--- src/rtl/apb_pkg.sv ---
// Shared APB definitions: bus widths and the requester state encoding,
// used by the master, the peripheral slaves and their benches.
package apb_pkg;

  localparam int APB_ADDR_W = 8;
  localparam int APB_DATA_W = 32;

  typedef enum logic [2:0] {
    IDLE,
    SETUP,
    ACCESS,
    RDWAIT,
    RESP
  } apb_mst_st_e;

endpackage

--- src/rtl/apb_master.sv ---
// Single-outstanding APB requester. Takes one command at a time over a
// valid/ready port, runs SETUP then ACCESS on the bus (with wait states and
// a timeout), optionally waits one cycle for registered read data, and
// returns a one-cycle response pulse.
module apb_master
  import apb_pkg::*;
#(
  parameter int TIMEOUT = 16,
  parameter int RD_LAT  = 1
) (
  input  logic                  clk,
  input  logic                  rst_n,
  input  logic                  cmd_valid,
  output logic                  cmd_ready,
  input  logic                  cmd_write,
  input  logic [APB_ADDR_W-1:0] cmd_addr,
  input  logic [APB_DATA_W-1:0] cmd_wdata,
  output logic                  rsp_valid,
  output logic [APB_DATA_W-1:0] rsp_rdata,
  output logic                  rsp_err,
  output logic                  psel,
  output logic                  penable,
  output logic                  pwrite,
  output logic [APB_ADDR_W-1:0] paddr,
  output logic [APB_DATA_W-1:0] pwdata,
  input  logic                  pready,
  input  logic [APB_DATA_W-1:0] prdata
);

  localparam int              CNT_W   = $clog2(TIMEOUT + 1);
  localparam logic [CNT_W-1:0] CNT_MAX = CNT_W'(TIMEOUT);

  apb_mst_st_e             state;
  apb_mst_st_e             state_nxt;
  logic                    run_q;
  logic                    write_q;
  logic [APB_ADDR_W-1:0]   addr_q;
  logic [APB_DATA_W-1:0]   wdata_q;
  logic [CNT_W-1:0]        wait_cnt;

  logic                    take;
  logic                    cnt_inc;
  logic                    rsp_load;
  logic                    err_set;
  logic [APB_DATA_W-1:0]   rsp_data_nxt;

  // Bus and command-port outputs are pure decodes of the state and the
  // registered command; pwdata was already zeroed for reads when latched.
  assign cmd_ready = run_q && (state == IDLE);
  assign psel      = (state == SETUP) || (state == ACCESS);
  assign penable   = (state == ACCESS);
  assign rsp_valid = (state == RESP);
  assign pwrite    = write_q;
  assign paddr     = addr_q;
  assign pwdata    = wdata_q;

  // State register.
  always_ff @(posedge clk or negedge rst_n) begin
    if (!rst_n) begin
      state <= IDLE;
    end else begin
      state <= state_nxt;
    end
  end

  // Next-state decode plus the strobes that steer the datapath registers.
  always_comb begin
    state_nxt = state;
    take      = 1'b0;
    cnt_inc   = 1'b0;
    rsp_load  = 1'b0;
    err_set   = 1'b0;
    case (state)
      IDLE: begin
        if (cmd_valid && cmd_ready) begin
          take      = 1'b1;
          state_nxt = SETUP;
        end
      end
      SETUP: begin
        state_nxt = ACCESS;
      end
      ACCESS: begin
        if (pready) begin
          if (write_q || (RD_LAT == 0)) begin
            rsp_load  = 1'b1;
            state_nxt = RESP;
          end else begin
            state_nxt = RDWAIT;
          end
        end else if (wait_cnt == CNT_MAX) begin
          rsp_load  = 1'b1;
          err_set   = 1'b1;
          state_nxt = RESP;
        end else begin
          cnt_inc = 1'b1;
        end
      end
      RDWAIT: begin
        rsp_load  = 1'b1;
        state_nxt = RESP;
      end
      RESP: begin
        state_nxt = IDLE;
      end
      default: begin
        state_nxt = IDLE;
      end
    endcase
    rsp_data_nxt = (err_set || write_q) ? '0 : prdata;
  end

  // Command capture, wait counter and response registers; run_q holds
  // cmd_ready low until the first clock after reset release.
  always_ff @(posedge clk or negedge rst_n) begin
    if (!rst_n) begin
      run_q     <= 1'b0;
      write_q   <= 1'b0;
      addr_q    <= '0;
      wdata_q   <= '0;
      wait_cnt  <= '0;
      rsp_rdata <= '0;
      rsp_err   <= 1'b0;
    end else begin
      run_q <= 1'b1;
      if (take) begin
        write_q  <= cmd_write;
        addr_q   <= cmd_addr;
        wdata_q  <= cmd_write ? cmd_wdata : '0;
        wait_cnt <= '0;
      end else if (cnt_inc) begin
        wait_cnt <= wait_cnt + CNT_W'(1);
      end
      if (rsp_load) begin
        rsp_rdata <= rsp_data_nxt;
        rsp_err   <= err_set;
      end
    end
  end

endmodule

--- config.mk ---
export PLATFORM = sky130hd
export DESIGN_NAME = apb_master
export DESIGN_NICKNAME = d
export VERILOG_FILES = /design/src/rtl/apb_pkg.sv /design/src/rtl/apb_master.sv
export SDC_FILE = /design/constraint.sdc
export NUM_CORES = 1
export LEC_CHECK = 0
export CORE_UTILIZATION = 45
export CTS_BUF_LIST = sky130_fd_sc_hd__clkbuf_2 sky130_fd_sc_hd__clkbuf_4 sky130_fd_sc_hd__clkbuf_8
export DETAILED_ROUTE_END_ITERATION = 8
export PLACE_DENSITY_LB_ADDON = 0.25
export SETUP_SLACK_MARGIN = 0.3
export SYNTH_ARGS = -nofsm -noshare
export SYNTH_HDL_FRONTEND = slang
export SYNTH_SLANG_ARGS = --single-unit
--- constraint.sdc ---
create_clock -name clk -period 4.7 [get_ports clk]
set_input_delay 0.94 -clock clk [delete_from_list [all_inputs] [get_ports clk]]
set_output_delay 0.94 -clock clk [all_outputs]
set_load 0.01 [all_outputs]
==> results.sh <==
export IMPL_cts_buffers=9
export IMPL_ys_seq_elements=83
export IMPL_gp_congestion=0.739
export IMPL_dr_pass1_iters=4
export IMPL_cts_max_level=3
export IMPL_via_per_inst=5.12
export IMPL_crit_type="reg2out"
export IMPL_synth_flop_cell="dfrtp_1"
export IMPL_critPathTopFamily="simple AND/OR/NAND/NOR gates"
export IMPL_crit_fanout=35
export IMPL_ctsResizeCount=0
export IMPL_path_clk_slew_ns=0.07
export IMPL_r2r_start="state[2]$_DFFE_PN0P_"
export IMPL_rrSetupSlack_ns=2.64
export IMPL_nFillCells=543
export IMPL_antenna_found_initial=0
export IMPL_endpoint_kind="output port"
export IMPL_fp_row_count=31
export IMPL_die_w_um=89.3
export IMPL_clk_latency_ns=0.34
export IMPL_fin_skew_ns=0.0121
export IMPL_ant_nets=0
export IMPL_synthToLayoutAreaGrowth_pct=50.9
export IMPL_rsz0062_at_grt="no"
export IMPL_root_buffer="clkbuf_8"
export IMPL_hold_ws_ns=0.508
export IMPL_synth_cells=294
export IMPL_status="finished clean"
export IMPL_synthArstFlopShare=1.00
export IMPL_maxSlewHeadroom=0.211
export IMPL_die_area_um2=7980
export IMPL_initial_core_util=0.468
export IMPL_finalWirelength_mm=8.34
export IMPL_critPathBufInv=2
export IMPL_whs_path_depth=1
export IMPL_synth_seq_area_share=0.605
export IMPL_final_nets=516
export IMPL_drc=0
export IMPL_grt_pass1_wl_mm=12.8
export IMPL_cp_required_ns=3.76
export IMPL_slew_violations=0
export IMPL_clock_sinks=83
export IMPL_tightest_slew_ns=1.18
export IMPL_pwr_density_cell_nw_per_um2=535
export IMPL_grt_pass1_vias=2649
export IMPL_vias=2771
export IMPL_setup_viol=0
export IMPL_fmax_mhz=308
export IMPL_die_height_um=89.3
export IMPL_drt_iter0_drc=126
export IMPL_tritoncts="built"
export IMPL_synth_edff_count=0
export IMPL_cts_setup_buffers=0
export IMPL_start_kind="flip-flop"
export IMPL_cp_depth=3
export IMPL_hold_viol=0
export IMPL_min_period_ns=3.24
export IMPL_slowest_stage="or4b_4"
export IMPL_yosysUniqueCellTypes=36
export IMPL_leakage_nw=2.23
export IMPL_max_cap_viol_count=0
export IMPL_io_buffers=154
export IMPL_arrival_ns=2.30
export IMPL_slowest_delay_ns=0.77
export IMPL_ios=155
export IMPL_crit_chain="or4b_4, inv_2, clkdlybuf4s50_1"
export IMPL_rr_worst_depth=3
export IMPL_peakVddDrop_v=0.000267
export IMPL_cts_max_path_buffers=2
export IMPL_grt_total_usage=0.213
export IMPL_grt_max_degree=84
export IMPL_hold_class="reg2reg"
export IMPL_layout_common_cells="153 x clkdlybuf4s50_1, 83 x dfrtp_1, 39 x o21ai_0, 34 x nand2_1, 32 x a22o_1"
export IMPL_syn_area_um2=3430
export IMPL_drt_wirelength_per_cell_um=15.4
export IMPL_syn_num_nets=373
export IMPL_core_um2=7330
export IMPL_diodes=0
export IMPL_yosys_warnings=0
export IMPL_postCtsHoldBufs=0
export IMPL_fin_crit_sh=0.690
export IMPL_avgSynthCellArea_um2=11.7
export IMPL_final_common_cell="clkdlybuf4s50_1"
export IMPL_grt_ovfl_total=0
export IMPL_place_hpwl_mm=5.75
export IMPL_finalSetupTns_ns=0
export IMPL_drive_gt1_frac=0.0860
export IMPL_hold_start="rsp_rdata[23]$_DFFE_PN0P_"
export IMPL_crit_path_start="state[2]$_DFFE_PN0P_"
## state kept, by name, summed over array words and instances, names as in the netlist
signal and cells:
paddr 8, pwdata 32, pwrite 1, rsp_err 1
rsp_rdata 32, run_q 1, state 3, wait_cnt 5
## final cells by class
class                           count  area, um2  share of cell area
Clock buffer                       12        165              0.0319
Clock inverter                      4       47.5             0.00918
Inverter                            6       22.5             0.00435
Multi-Input combinational cell    181       1190               0.230
Sequential cell                    83       2080               0.401
Tap cell                           99        124              0.0239
Timing Repair Buffer              156       1550               0.300
## metal layers
layer	up-vias	global-route usage	wire [um]
met5	-	0	0
met4	0	0.0635	106
met3	7	0.0582	441
met2	83	0.356	4220
met1	1350	0.271	3570
li1	1331	-	-
## Yosys cell counts (2+ instances only)
master / number / area, um2
nand3_1: 5 / 25.0
dfrtp_1: 83 / 2080
nor3b_1: 2 / 15.0
buf_6: 5 / 56.3
clkbuf_1: 12 / 45.0
a31oi_1: 2 / 12.5
inv_1: 5 / 18.8
o21ai_0: 39 / 195
mux2_2: 3 / 33.8
a21oi_1: 6 / 30.0
a22o_1: 32 / 280
buf_2: 6 / 30.0
nand2_1: 34 / 128
ha_1: 2 / 25.0
or4b_4: 2 / 27.5
mux2_4: 6 / 90.1
or3_1: 2 / 12.5
o21ai_1: 30 / 150
## worst paths after layout
path,end
setup / recovery,cmd_ready
hold / removal,rsp_rdata[23]$_DFFE_PN0P_
setup reg to reg,paddr[6]$_DFFE_PN0P_
hold reg to reg,rsp_rdata[23]$_DFFE_PN0P_
max in group asynchronous,rsp_rdata[24]$_DFFE_PN0P_
min in group asynchronous,rsp_rdata[5]$_DFFE_PN0P_
## where the power goes
part	total, W	switching [W]	internal (W)
combinational	0.00113	0.000468	0.000659
sequential	0.00112	0.000159	0.000957
clock	0.000529	0.000242	0.000287
total	0.00277	0.000869	0.00190
## per-stage QoR
step / setup WS (ns) / power (W) / utilization / area (um2) / cells
2_1_floorplan: 2.52 / 0.00163 / - / 3430 / 294
3_3_place_gp: 1.84 / 0.00223 / 0.678 / 4970 / 525
3_5_place_dp: 1.77 / 0.00227 / 0.678 / 4970 / 525
4_1_cts: 1.44 / 0.00280 / 0.707 / 5180 / 541
5_1_grt: 1.36 / 0.00295 / 0.707 / 5180 / 541
6_report: 1.46 / 0.00277 / 0.707 / 5180 / 541
## cells by family (layout without fill, tap and decap cells)
| family | Yosys count | in the layout | share of synthesized area |
|---|---|---|---|
| compound gates | 112 | 112 | 0.203 |
| fa+ha+maj | 2 | 2 | 0.00729 |
| buf+inv | 30 | 178 | 0.0507 |
| flops | 83 | 83 | 0.605 |
| mux | 10 | 10 | 0.0390 |
| other cells | 1 | 1 | 0.00109 |
| simple gates | 56 | 56 | 0.0940 |
Note: power is estimated with default switching activity, not from simulation.
